--- src/rtl/ball_step_scheduler.sv ---
// ----------------------------------------------------------------------------
// ball_step_scheduler
//
// Per-frame ball sequencer for breakout. On every accepted frame_tick it
// computes the candidate next position, resolves screen-edge and paddle
// bounces, looks up the brick under the candidate position through a req/ack
// port to the brick-state store, and then either commits the move, flips the
// vertical direction and clears the hit brick, or enters LOST.
//
// Optional feature (compile-time macro BALL_STEP_OVERRUN_EN):
//   When defined, adds output overrun_cnt[7:0] counting frame_ticks dropped
//   while busy (saturating at 255, cleared by reset and by an honoured launch).
//   When undefined the port and counter do not exist.
//
// Ports
//   clk, resetn          clock, asynchronous active-low reset
//   frame_tick           one-cycle pulse per frame; dropped while busy
//   launch               serve request, honoured in SERVE/LOST only
//   xstep, ystep [6:0]   per-frame step (px), sampled with frame_tick
//   paddle_x [9:0]       paddle left edge
//   brk_req / brk_num    brick lookup request and index (4*row+col)
//   brk_ack / brk_alive  lookup response
//   brk_clr              one-cycle pulse: clear brick brk_num
//   ball_x, ball_y       ball position
//   dir [1:0]            [0]: 0=+X 1=-X, [1]: 0=+Y(down) 1=-Y
//   busy                 high in EDGE/BRKREQ/COMMIT
//   hit_pulse            one-cycle pulse on brick or paddle hit
//   lost                 high in LOST
//
// Brick handshake: brk_req rises when a lookup is needed and stays high, with
// brk_num stable, up to and including the cycle in which brk_ack is sampled
// high; brk_alive is only meaningful in that cycle. brk_req drops on the
// following cycle. Ack latency may be any number of cycles >= 1.
// ----------------------------------------------------------------------------
module ball_step_scheduler #(
    parameter int SCR_W    = 640,
    parameter int SCR_H    = 480,
    parameter int BALL_X0  = 320,
    parameter int BALL_Y0  = 400,
    parameter int PADDLE_Y = 440,
    parameter int PADDLE_W = 80
) (
    input  logic       clk,
    input  logic       resetn,
    input  logic       frame_tick,
    input  logic       launch,
    input  logic [6:0] xstep,
    input  logic [6:0] ystep,
    input  logic [9:0] paddle_x,
    output logic       brk_req,
    output logic [3:0] brk_num,
    input  logic       brk_ack,
    input  logic       brk_alive,
    output logic       brk_clr,
    output logic [9:0] ball_x,
    output logic [9:0] ball_y,
    output logic [1:0] dir,
    output logic       busy,
    output logic       hit_pulse,
    output logic       lost
`ifdef BALL_STEP_OVERRUN_EN
    ,
    output logic [7:0] overrun_cnt
`endif
);

    typedef enum logic [2:0] {
        S_SERVE  = 3'd0,
        S_IDLE   = 3'd1,
        S_EDGE   = 3'd2,
        S_BRKREQ = 3'd3,
        S_COMMIT = 3'd4,
        S_LOST   = 3'd5
    } state_t;

    // 11-bit arithmetic keeps x+step and x-step (wrapped) unambiguous.
    localparam logic [10:0] X_LIMIT  = 11'(SCR_W - 1);
    localparam logic [10:0] Y_LIMIT  = 11'(SCR_H - 1);
    localparam logic [10:0] PAD_Y    = 11'(PADDLE_Y);
    localparam logic [10:0] PAD_W    = 11'(PADDLE_W);

    // Brick grid: column c covers X 20+140c..140+140c, row r covers Y 20+60r..60+60r.
    localparam int BRK_X_ORG = 20;
    localparam int BRK_X_LEN = 120;
    localparam int BRK_X_PIT = 140;
    localparam int BRK_Y_ORG = 20;
    localparam int BRK_Y_LEN = 40;
    localparam int BRK_Y_PIT = 60;

    state_t      state_q, state_d;
    logic [9:0]  x_q, x_d;
    logic [9:0]  y_q, y_d;
    logic [1:0]  dir_q, dir_d;
    logic [10:0] nx_q, nx_d;
    logic [10:0] ny_q, ny_d;
    logic [6:0]  xs_q, xs_d;
    logic [6:0]  ys_q, ys_d;
    logic [3:0]  num_q, num_d;
    logic        clr_q, clr_d;
    logic        hit_q, hit_d;

    // Collision terms, all derived from registered values during EDGE.
    logic        x_edge, y_top, pad_hit, bottom;
    logic        col_hit, row_hit;
    logic [1:0]  col_idx, row_idx;

    always_comb begin
        x_edge  = dir_q[0] ? ({4'b0, xs_q} > {1'b0, x_q})
                           : (({1'b0, x_q} + {4'b0, xs_q}) >= X_LIMIT);
        y_top   = dir_q[1] && ({1'b0, y_q} < {4'b0, ys_q});
        pad_hit = !dir_q[1] && ({1'b0, y_q} < PAD_Y) && (ny_q >= PAD_Y) &&
                  (nx_q >= {1'b0, paddle_x}) && (nx_q <= ({1'b0, paddle_x} + PAD_W));
        bottom  = !dir_q[1] && (ny_q >= Y_LIMIT) && !pad_hit;
    end

    always_comb begin
        col_hit = 1'b0;
        col_idx = 2'd0;
        row_hit = 1'b0;
        row_idx = 2'd0;
        for (int c = 0; c < 4; c++) begin
            if (nx_q >= 11'(BRK_X_ORG + BRK_X_PIT * c) &&
                nx_q <= 11'(BRK_X_ORG + BRK_X_PIT * c + BRK_X_LEN)) begin
                col_hit = 1'b1;
                col_idx = 2'(c);
            end
        end
        for (int r = 0; r < 3; r++) begin
            if (ny_q >= 11'(BRK_Y_ORG + BRK_Y_PIT * r) &&
                ny_q <= 11'(BRK_Y_ORG + BRK_Y_PIT * r + BRK_Y_LEN)) begin
                row_hit = 1'b1;
                row_idx = 2'(r);
            end
        end
    end

    always_comb begin
        state_d = state_q;
        x_d     = x_q;
        y_d     = y_q;
        dir_d   = dir_q;
        nx_d    = nx_q;
        ny_d    = ny_q;
        xs_d    = xs_q;
        ys_d    = ys_q;
        num_d   = num_q;
        clr_d   = 1'b0;
        hit_d   = 1'b0;

        case (state_q)
            S_SERVE, S_LOST: begin
                if (launch) begin
                    x_d     = 10'(BALL_X0);
                    y_d     = 10'(BALL_Y0);
                    dir_d   = 2'b11;
                    state_d = S_IDLE;
                end
            end
            S_IDLE: begin
                if (frame_tick) begin
                    xs_d    = xstep;
                    ys_d    = ystep;
                    nx_d    = dir_q[0] ? ({1'b0, x_q} - {4'b0, xstep}) : ({1'b0, x_q} + {4'b0, xstep});
                    ny_d    = dir_q[1] ? ({1'b0, y_q} - {4'b0, ystep}) : ({1'b0, y_q} + {4'b0, ystep});
                    state_d = S_EDGE;
                end
            end
            S_EDGE: begin
                if (bottom) begin
                    state_d = S_LOST;
                end else if (x_edge || y_top || pad_hit) begin
                    // Bounce in place: flip the offending axis, keep position.
                    dir_d[0] = dir_q[0] ^ x_edge;
                    dir_d[1] = dir_q[1] ^ (y_top | pad_hit);
                    hit_d    = pad_hit;
                    state_d  = S_IDLE;
                end else if (col_hit && row_hit) begin
                    num_d   = {row_idx, col_idx};
                    state_d = S_BRKREQ;
                end else begin
                    state_d = S_COMMIT;
                end
            end
            S_BRKREQ: begin
                if (brk_ack) begin
                    if (brk_alive) begin
                        clr_d    = 1'b1;
                        hit_d    = 1'b1;
                        dir_d[1] = ~dir_q[1];
                        state_d  = S_IDLE;
                    end else begin
                        state_d = S_COMMIT;
                    end
                end
            end
            S_COMMIT: begin
                x_d     = nx_q[9:0];
                y_d     = ny_q[9:0];
                state_d = S_IDLE;
            end
            default: state_d = S_SERVE;
        endcase
    end

    always_ff @(posedge clk or negedge resetn) begin
        if (!resetn) begin
            state_q <= S_SERVE;
            x_q     <= 10'(BALL_X0);
            y_q     <= 10'(BALL_Y0);
            dir_q   <= 2'b11;
            nx_q    <= '0;
            ny_q    <= '0;
            xs_q    <= '0;
            ys_q    <= '0;
            num_q   <= '0;
            clr_q   <= 1'b0;
            hit_q   <= 1'b0;
        end else begin
            state_q <= state_d;
            x_q     <= x_d;
            y_q     <= y_d;
            dir_q   <= dir_d;
            nx_q    <= nx_d;
            ny_q    <= ny_d;
            xs_q    <= xs_d;
            ys_q    <= ys_d;
            num_q   <= num_d;
            clr_q   <= clr_d;
            hit_q   <= hit_d;
        end
    end

`ifdef BALL_STEP_OVERRUN_EN
    logic [7:0] ovr_q, ovr_d;

    always_comb begin
        ovr_d = ovr_q;
        if ((state_q == S_SERVE || state_q == S_LOST) && launch) begin
            ovr_d = 8'd0;
        end else if (busy && frame_tick && ovr_q != 8'hFF) begin
            ovr_d = ovr_q + 8'd1;
        end
    end

    always_ff @(posedge clk or negedge resetn) begin
        if (!resetn) begin
            ovr_q <= 8'd0;
        end else begin
            ovr_q <= ovr_d;
        end
    end

    assign overrun_cnt = ovr_q;
`endif

    assign brk_req   = (state_q == S_BRKREQ);
    assign brk_num   = num_q;
    assign brk_clr   = clr_q;
    assign hit_pulse = hit_q;
    assign ball_x    = x_q;
    assign ball_y    = y_q;
    assign dir       = dir_q;
    assign busy      = (state_q == S_EDGE) || (state_q == S_BRKREQ) || (state_q == S_COMMIT);
    assign lost      = (state_q == S_LOST);

endmodule

--- config.mk ---
export PLATFORM = sky130hd
export DESIGN_NAME = ball_step_scheduler
export DESIGN_NICKNAME = d
export VERILOG_FILES = /design/src/rtl/ball_step_scheduler.sv
export SDC_FILE = /design/constraint.sdc
export NUM_CORES = 1
export LEC_CHECK = 0
export BUFFER_PORTS_ARGS = -buffer_cell sky130_fd_sc_hd__buf_4
export CORE_MARGIN = 3
export CORE_UTILIZATION = 47
export CTS_BUF_LIST = sky130_fd_sc_hd__clkbuf_8
export DETAILED_ROUTE_END_ITERATION = 6
export GPL_TIMING_DRIVEN = 0
export PLACE_DENSITY = 0.78
export RECOVER_POWER = 25
export SYNTH_ARGS = -nofsm -noshare
export SYNTH_HDL_FRONTEND = slang
export SYNTH_SLANG_ARGS = --single-unit
--- constraint.sdc ---
create_clock -name clk -period 7.5 [get_ports clk]
set_input_delay 0.75 -clock clk [delete_from_list [all_inputs] [get_ports clk]]
set_output_delay 0.75 -clock clk [all_outputs]
set_load 0.1 [all_outputs]
# Word-level counts from Yosys, hierarchy flattened
# Index checks and enable logic that the tools add are counted.
[word_totals]
out_inout_bits = 31
inputBits = 30
wordCells = 129
register_bits = 67
[op_classes]
bitwise_logic = 6
eq_ne = 11
addsub = 6
reduce_logical = 32
mux = 40
order_cmp = 22
[ops]
columns = ["cell", "n"]
rows = [
  ["11-bit by 9-bit greater-or-equal comparator with 1-bit output (second input constant)", 4],
  ["10-bit case mux with 2 select lines", 2],
  ["10-bit by 7-bit adder with 11-bit output", 3],
  ["11-bit by 5-bit greater-or-equal comparator with 1-bit output (second input constant)", 2],
  ["11-bit by 8-bit greater-or-equal comparator with 1-bit output (second input constant)", 2],
  ["11-bit by 8-bit <= comparator with 1-bit output (second input constant)", 2],
  ["11-bit by 9-bit <= comparator with 1-bit output (second input constant)", 2],
  ["11-bit 2-to-1 mux", 2],
  ["10-bit by 7-bit subtractor with 11-bit output", 2],
  ["3-bit 2-to-1 mux", 7],
  ["10-bit 2-to-1 mux", 2],
  ["1-bit 2-to-1 mux", 17],
  ["1-bit logical AND", 15],
  ["3-bit case mux with 5 select lines", 1],
  ["2-bit 2-to-1 mux", 6],
  ["10-bit by 7-bit adder with 11-bit output (second input constant)", 1],
  ["11-bit by 10-bit greater-or-equal comparator with 1-bit output", 1],
  ["11-bit by 10-bit greater-or-equal comparator with 1-bit output (second input constant)", 1],
  ["11-bit by 7-bit greater-or-equal comparator with 1-bit output (second input constant)", 1],
  ["11-bit by 10-bit <= comparator with 1-bit output (second input constant)", 1],
  ["11-bit <= comparator", 1],
  ["11-bit by 6-bit <= comparator with 1-bit output (second input constant)", 1],
  ["11-bit by 7-bit <= comparator with 1-bit output (second input constant)", 1],
  ["7-bit by 10-bit greater-than comparator with 1-bit output", 1],
  ["other kinds (22)", 39],
]

# Depth between registers and ports, before layout
# Gate-level depths: netlist of the first run.
[logic_depth]
word_depth = 11
ltp_mapped = 13
mapped_depth_nobuf = 13

# Worst setup path before layout of the first run
# OpenSTA, ideal clock, no wires.
[synth_timing]
path_kind = "register to register"
startpoint = "register x_q[2] (netlist: ball_x[2])"
endpoint = "register num_q[0] (netlist: brk_num[0])"
path_stages_with_launch = 12
t_arrival_ns = 3.512
t_required_ns = 7.375
path_slack_ns = 3.863
period_less_slack_ns = 3.637
path_cell_list = "dfrtp_1 > inv_1 > ha_1 > nand2b_1 > o311ai_2 > a221o_2 > o31ai_2 > mux2i_1 > a211oi_2 > or4_1 > buf_6 > mux2_4"
[synth_between]
elab_chain_cells = 7
[synth_lines]
columns = ["item", "line_no", "rtl"]
rows = [
  ["from (decl)", "91", "logic [9:0] x_q, x_d;"],
  ["from (signal assigned)", "208", "x_q <= 10'(BALL_X0);"],
  ["10-bit by 7-bit adder with 11-bit output", "109", ": (({1'b0, x_q} + {4'b0, xs_q}) >= X_LIMIT);"],
  ["11-bit by 10-bit greater-or-equal comparator with 1-bit output", "109", ""],
  ["1-bit 2-to-1 mux (*)", "108", "x_edge = dir_q[0] ? ({4'b0, xs_q} > {1'b0, x_q})"],
  ["1-bit logical OR (*) (2 in series)", "171", "end else if (x_edge || y_top || pad_hit) begin"],
  ["1-bit NOT (no source line) (*)", "-", ""],
  ["4-bit AND reduction (no source line) (*)", "-", ""],
  ["to (signal assigned)", "227", "num_q <= num_d;"],
  ["to (decl)", "98", "logic [3:0] num_q, num_d;"],
]
# Mark *: on every way between the ends. The rest lies on a longest branch, timed or not.
# A chain may end at the register's enable or synchronous reset.

==> impl_summary.md, run 1 <==
STA
The worst clock skew on the final layout is 0.0171 ns. Final hold analysis gives a worst-case slack of 0.504 ns. Headroom to the max-slew limit came out at -143%. Setup repair after global routing left no endpoint under its margin. For the pin with the worst max-slew slack, the measured transition is 3.65 ns. The worst path needs 3.69 ns of the cycle, external delays included. After routing, the total negative slack on setup checks comes to 0 ns.

Dividing the final minimum period by the clock period gives 49.2%. The total setup violations reported at the end of the flow is 0. The maximum clock frequency is 0.271 GHz. The number of slew-limit violations in the final report came to 68. The final hold violation count is 0.

Status
The checks that failed: max-capacitance violations, max-slew violations. The run finished, with violations left.

Layout
At the end of the flow, the number of nets in the layout was 777. The number of antenna diodes is 0. The finished layout holds 829 standard cells, fillers aside. In the layout the commonest cells are ha_1, dfrtp_1, buf_4. Counting the fill cells in the layout gives 1,013. The layout cell share with drive strength beyond 1 is 17.1%. The area growth from synthesis to layout is 14.5%.

GRT
Entering global routing, the biggest net connects 68 pins. The via count of the first global-routing pass is 4,986. The global routing usage on met3 is 4.01%. Global routing used 39.3% of the available met2 tracks.

The first global-routing pass estimated 24,100 microns of wire. The initial antenna violation count was 0. Global routing finished with a remaining overflow of 0. The global routing stage identified its most utilized layer as met2. Global routing consumed, on the met1 layer, 29.7% of the routing resources. The combined global-route utilization of all metal layers is 23.3%.

Drt
The routed via count divided by cell count is 5.93. In the final routed layout, each cell accounts on average for 17.5 microns. The final wirelength is 14,500 microns.

The number of optimization iterations in the first detailed-route pass is 5. In this run the remaining antenna-violating nets after routing total 0. Summing over every cut layer, the via total after detailed routing is 4,919. The final routed DRC violation total is 0.

The initial DRC count is 381.

Synthesis
The mux cell area share after synthesis is 4.79%. The mapped netlist covers 0.00538 sq mm. The number of nets handed over by synthesis was 707. The area share of fa/ha/maj cells after synthesis is 15.1%. In the post-synthesis netlist, the biggest area contributors are dfrtp_1, ha_1, o21ai_0. The cell count after synthesis is 614. Synthesis instantiated 68 different standard cells from the library. Summing the sequential cell areas from Yosys gives 31.3% of the chip area. Of all flip-flops after synthesis, the portion carrying an async set or reset was 100%. The largest family of logic cells by synthesized area is compound AO/OA/AOI/OAI gates. The number of enable-type register cells in the synthesized netlist is 0.

The area fraction in compound gates after synthesis is 21.3%. The post-synthesis area per instance is 8.77 sq um. The simple-gate area share of the yosys netlist is 17.0%. The top cell type by area accounts for 27.9% of the synthesized area. Of all cell types, the one taking the most synthesized area is dfrtp_1. The number of synthesized register bits is 67. The warning count from the yosys run is 0. Of the total synthesized cell area, the portion taken by XOR and XNOR cells is 5.37%. In the synthesized netlist the dominant register cell turns out to be dfrtp_1.

Clock network
The longest clock path from root to sink contains 2 buffers. The post-cts repair resize count is 0. The number of H-tree branching levels is 3. The number of clock sinks is 67. The count of hold-fix buffers inserted at cts is 0.

TritonCTS built the clock tree. Clock tree synthesis inserted a total of 9 buffers. The clock reaches the later pin of the worst-skew pair after 0.37 ns. Clock-pin slew was measured on the worst setup and hold paths at 0.07 ns. Once the clock tree was built, the setup fixing pass inserted 0 buffers. CTS placed an instance of clkbuf_8 at the clock tree root.

Setup path
The data arrival time of the worst path is 3.32 ns. The critical path data required time is 7.13 ns. The kind of cell with the highest combined delay on the critical path is buffers and inverters. The category of the worst setup path capture point is an async pin. The worst stage delay on the critical path is 2.52 ns. The start-to-end type of the worst setup path is input port to async pin. The maximum fanout along the worst path is 67. The worst setup path is launched from an input port. Together, buffers and inverters on the worst path number 1. The largest individual stage delay along the critical path comes from the cell clkbuf_1. Walking the worst path, the cells encountered are clkbuf_1.

Pwr
The peak ir drop on the vdd network is 0.219 mV. The total power divided by cell area is 468 mW/mm^2. The power after layout is 2.89 mW.

In this run the static leakage power is 2.85 nW.

Floorplan
The floorplan step defined a die boundary enclosing 0.0128 sq mm. The starting density of the core is 48.8%. The x dimension of the die is 113 microns. After floorplanning, the core was sized to cover 0.0110 sq mm. The number of top-level pins is 61. The floorplan has 38 rows.

The die is 113 microns tall.

Placed design
The post-placement cell count is 813. Routability-driven placement finished with a final weighted congestion of 0.862. The count of buffers inserted at the top-level ports is 59. After legalization and detailed placement, the total HPWL measured 11,200 microns.

Job
Max-cap violations in this run came to 1.

Hold path
The worst min-delay path category is flop to flop.
==> per-layer routing <==
metal | up-vias | wire [microns]
li1 | 2346 | -
met1 | 2364 | 6340
met2 | 179 | 7100
met3 | 30 | 812
met4 | 0 | 280
met5 | - | 0
==> synthesized netlist by cell type, drive strengths merged, types with 3 or more instances <==
library cell	number
dfrtp	60
o31ai	8
a221o	3
a21o	6
a31oi	7
or3	4
a211oi	6
o221ai	3
nand2	56
nor2	45
nor4b	3
nor4	5
nor3	24
o22a	4
o211ai	3
a21oi	36
o22ai	4
a22o	8
or4	4
ha	60
buf	9
mux2i	4
xor2	5
mux2	18
and3	3
a2111oi	3
inv	42
nand3	11
nor2b	5
fa	3
xnor2	28
o41ai	3
nand2b	17
clkbuf	19
dfstp	7
o21a	6
o21ai	55
==> final cells by class <==
class | count | area (sq um) | area share [%]
buffer | 28 | 119 | 1.93
clock buffer | 10 | 138 | 2.23
clock inverter | 6 | 26.3 | 0.426
inverter | 42 | 158 | 2.56
multi-input combinational | 477 | 3420 | 55.5
sequential | 67 | 1690 | 27.4
tap | 140 | 175 | 2.84
timing repair buffer | 59 | 439 | 7.13
==> path summary, 6_finish.rpt <==
kind                                     startpoint                      to  slack, ns  cells after the start
worst max-delay path                         resetn       brk_clr$_DFF_PN0_       3.81                      1
worst min-delay path            ys_q[0]$_DFFE_PN0P_     ys_q[0]$_DFFE_PN0P_       0.50                      2
worst max register to register   dir[0]$_DFFE_PN1P_    nx_q[10]$_DFFE_PN0P_       4.07                     11
worst min register to register  ys_q[0]$_DFFE_PN0P_     ys_q[0]$_DFFE_PN0P_       0.50                      2
max in group clk                        paddle_x[4]  brk_num[3]$_DFFE_PN0P_       4.03                     14
min in group asynchronous                    resetn     xs_q[6]$_DFFE_PN0P_       1.63                      1
==> report_power, final <==
group | total (mW) | internal [mW] | switching (mW)
logic | 1.90 | 0.674 | 1.23
registers | 0.722 | 0.521 | 0.201
clock network | 0.265 | 0.124 | 0.141
total | 2.89 | 1.32 | 1.57
==> registers in the layout (all words and copies together), names as in the netlist, 3 cells and up <==
name,count
state_q,3
brk_num,4
ny_q,11
nx_q,11
xs_q,7
ball_x,10
ball_y,10
ys_q,7
==> through the flow <==
step,setup WS [ns],cell area (sq um),util [%]
6_report,3.81,6160,55.9
5_1_grt,3.14,6160,55.9
4_1_cts,3.98,6170,55.9
3_5_place_dp,3.62,6000,54.4
3_3_place_gp,3.65,6000,54.4
2_1_floorplan,3.86,5380,-
==> logic make-up (layout without fill, tap and decap cells) <==
group                    after synthesis  after routing
AND/OR/NAND/NOR                      187            187
adder cells (fa/ha/maj)               63             63
multiplexers                          22             22
buffers and inverters                 70            145
AO/OA/AOI/OAI                        172            172
flip-flops                            67             67
XOR/XNOR                              33             33
Note: power is estimated with default switching activity, not from simulation.
==> run 2: changes to the inputs <==
PLACE_DENSITY = 0.81   (was 0.78)
clock period = 3.2 ns   (was 7.5 ns; I/O delays follow)
==> impl_summary.md, run 2 (same netlist as run 1, synthesis figures left out) <==
Status
The run finished, with violations left. The final reports fail on max-capacitance violations, max-slew violations.

Drt
In the routed layout, each cell is associated on average with a via count of 5.94. In this run the remaining antenna-violating nets after routing total 0. The detailed router placed 4,951 vias in this run. After the first detailed-routing iteration, the DRC count stood at 378.

After detailed routing, the total wire length is 14,300 microns. In the final routed layout, each cell accounts on average for 17.2 microns. The final routed DRC violation total is 0. The number of optimization iterations in the first detailed-route pass is 5.

STA
After layout, the minimum clock period comes to 3.14 ns. The worst clock skew on the final layout is 0.00900 ns. The worst hold slack after final layout is 0.220 ns. The total setup violations reported at the end of the flow is 0.

The normalized max-slew margin is -9.85%. The maximum clock frequency is 0.318 GHz. Dividing the final minimum period by the clock period gives 98.2%. The number of slew-limit violations in the final report is 68. The final hold violation count is 0. The transition at the pin with the smallest max-transition slack is 1.65 ns.

Floorplan
Measured along the x axis, the die boundary spans 113 microns. The area of the placeable core is 0.0110 sq mm. For this design the top-level I/O count stands at 61.

The area enclosed by the die boundary is 0.0128 sq mm. The vertical die dimension is 113 microns. The initial utilization of the core area, before any placement, comes to 48.8%. The initialized floorplan defines 38 standard-cell rows.

Clock network
Counting along the longest clock path gives a buffer depth of 2. At the later pin of the worst-skew pair, clock insertion delay measures 0.36 ns. Buffers inserted during clock tree synthesis total 9.

TritonCTS built the clock tree. The clock tree root buffer cell is clkbuf_8. The number of H-tree branching levels is 3. Counting every sink on the clock net gives 67. The count of hold-fix buffers inserted at cts is 0. After clock tree synthesis, the clock-pin slew on the worst setup and hold paths is 0.08 ns.

GRT
The initial antenna violation count was 0. The wire length of the first global-routing pass is 23,700 microns. The total congestion overflow after global routing is 0.

Global routing used 22.9% of the available tracks across all layers. Entering global routing, the biggest net connects 68 pins. The via count of the first global-routing pass is 4,919.

Layout
The layout cell share with drive strength beyond 1 is 21.5%. The commonest non-fill, non-tap cell in the layout is buf_4. The largest registers in the layout are nx_q: 11 flops, ny_q: 11 flops. The library cells used most frequently in the layout, excluding fill and tap cells, are buf_4, ha_1, nand2_1. The area used by multi-input combinational logic is 0.00354 sq mm. The layout overhead on the synthesized area is 18.9%. Once layout is done, the placed cells without fillers occupy 0.00640 sq mm. The number of nets in the layout is 781. The filler cells instantiated in the layout total 945. The area used by sequential logic in the layout is 0.00171 sq mm. 0 antenna diodes ended up in the layout.

Setup path
The critical path contains buffers and inverters numbering 2 combined. The worst setup path is launched from a flop. Of all nets on the critical path, the largest fanout is 5. The critical path data required time is 3.44 ns.

Traced cell by cell, the critical path runs through inv_1 -> ha_4 -> nand2b_4 -> o311ai_4 -> a221o_2 -> o31ai_4 -> mux2i_2 -> a211oi_4 -> or4_1 -> buf_6 -> mux2_4. The worst setup path is captured at a flop. The largest single stage delay on the critical path is 0.44 ns. The start-to-end type of the worst setup path is flop to flop. The data arrival time of the worst path is 3.38 ns. Among cell families on the critical path, the largest total delay comes from compound AO/OA/AOI/OAI gates. The critical-path cell with the highest stage delay is dfrtp_4.

Pwr
Dividing total power by cell area gives a power density of 1120 mW/mm^2. VDD sags by at most 0.628 mV. The leakage power of the design is 2.92 nW.

Overall power consumption after layout is estimated at 7.20 mW.

Placed design
The instance area after placement is 0.00603 sq mm. Routability-driven placement finished with a final weighted congestion of 0.885. The count of buffers added on input and output ports is 59. The half-perimeter wire length of the detailed placement result is 10,800 microns.

Hold path
The worst min-delay path category is input port to flop.

Job
The tool flagged a number of max-cap violations equal to 1.
run 2: cell types whose count changed in the layout (fill, tap and decap cells not counted), sizes merged:
cell | before | now
buf | 67 | 71
bufinv | 0 | 2
clkinv | 3 | 1
inv | 45 | 43
clkbuf | 30 | 31
clkinvlp | 0 | 1
run 2: power by group:
part	switching, mW	internal, mW	leakage [nW]
registers	0.463	1.24	0.831
clock network	0.341	0.477	0.117
logic	2.98	1.70	1.97
run 2: final timing paths:
kind / from / to / slack (ns) / cells past startpoint
setup / recovery: ball_x[2]$_DFFE_PN0P_ / brk_num[1]$_DFFE_PN0P_ / 0.06 / 11
hold / removal: ystep[5] / ys_q[5]$_DFFE_PN0P_ / 0.22 / 2
setup reg to reg: ball_x[2]$_DFFE_PN0P_ / brk_num[1]$_DFFE_PN0P_ / 0.06 / 11
hold reg to reg: ys_q[2]$_DFFE_PN0P_ / ys_q[2]$_DFFE_PN0P_ / 0.51 / 1
max in group asynchronous: resetn / ball_x[4]$_DFFE_PN0P_ / 1.63 / 1
min in group asynchronous: resetn / brk_clr$_DFF_PN0_ / 0.36 / 1
run 2: worst reg2reg max path, cell delays in order, from the launching register on:
cell	delay [ns]
dfrtp_4	0.44
inv_1	0.09
ha_4	0.32
nand2b_4	0.14
o311ai_4	0.10
a221o_2	0.44
o31ai_4	0.22
mux2i_2	0.32
a211oi_4	0.09
or4_1	0.43
buf_6	0.15
mux2_4	0.29
run 2: final cells by class:
class,instances,area share [%]
flip-flops and latches,67,26.6
inverters,42,2.46
clock inverters,5,1.19
multi-input cells,477,55.3
plain buffers,28,2.01
repair buffers,63,7.35
clock buffers,11,2.36
well taps,140,2.74
run 2: per-stage QoR:
step / util, % / std cells / setup WS [ns] / TNS [ns]
floorplan: - / 614 / 0.0106 / 0
global placement: 54.7 / 813 / -0.240 / -1.01
detailed placement: 54.7 / 813 / -0.398 / -1.80
CTS: 56.9 / 829 / 0.0250 / 0
global route: 58.1 / 833 / -0.0172 / -0.0323
finish: 58.1 / 833 / 0.0591 / 0
run 2: routing by layer:
layer	wire length [microns]	share of wire (%)	up-vias	GRT usage, %
li1	-	-	2361	-
met1	6240	44	2393	28.9
met2	6730	47	155	37.6
met3	823	5.7	42	5.24
met4	534	3.7	0	10.1
met5	0	0	-	0
run 2: timing repair:
| item | CTS | global route |
|---|---|---|
| gates cloned | 0 | 0 |
| setup buffers | 0 | 4 |
| setup endpoints to repair | 6 | 7 |
| resized for setup | 4 | 22 |
| pin swaps | 0 | 6 |
| hold endpoints to repair | 0 | 0 |
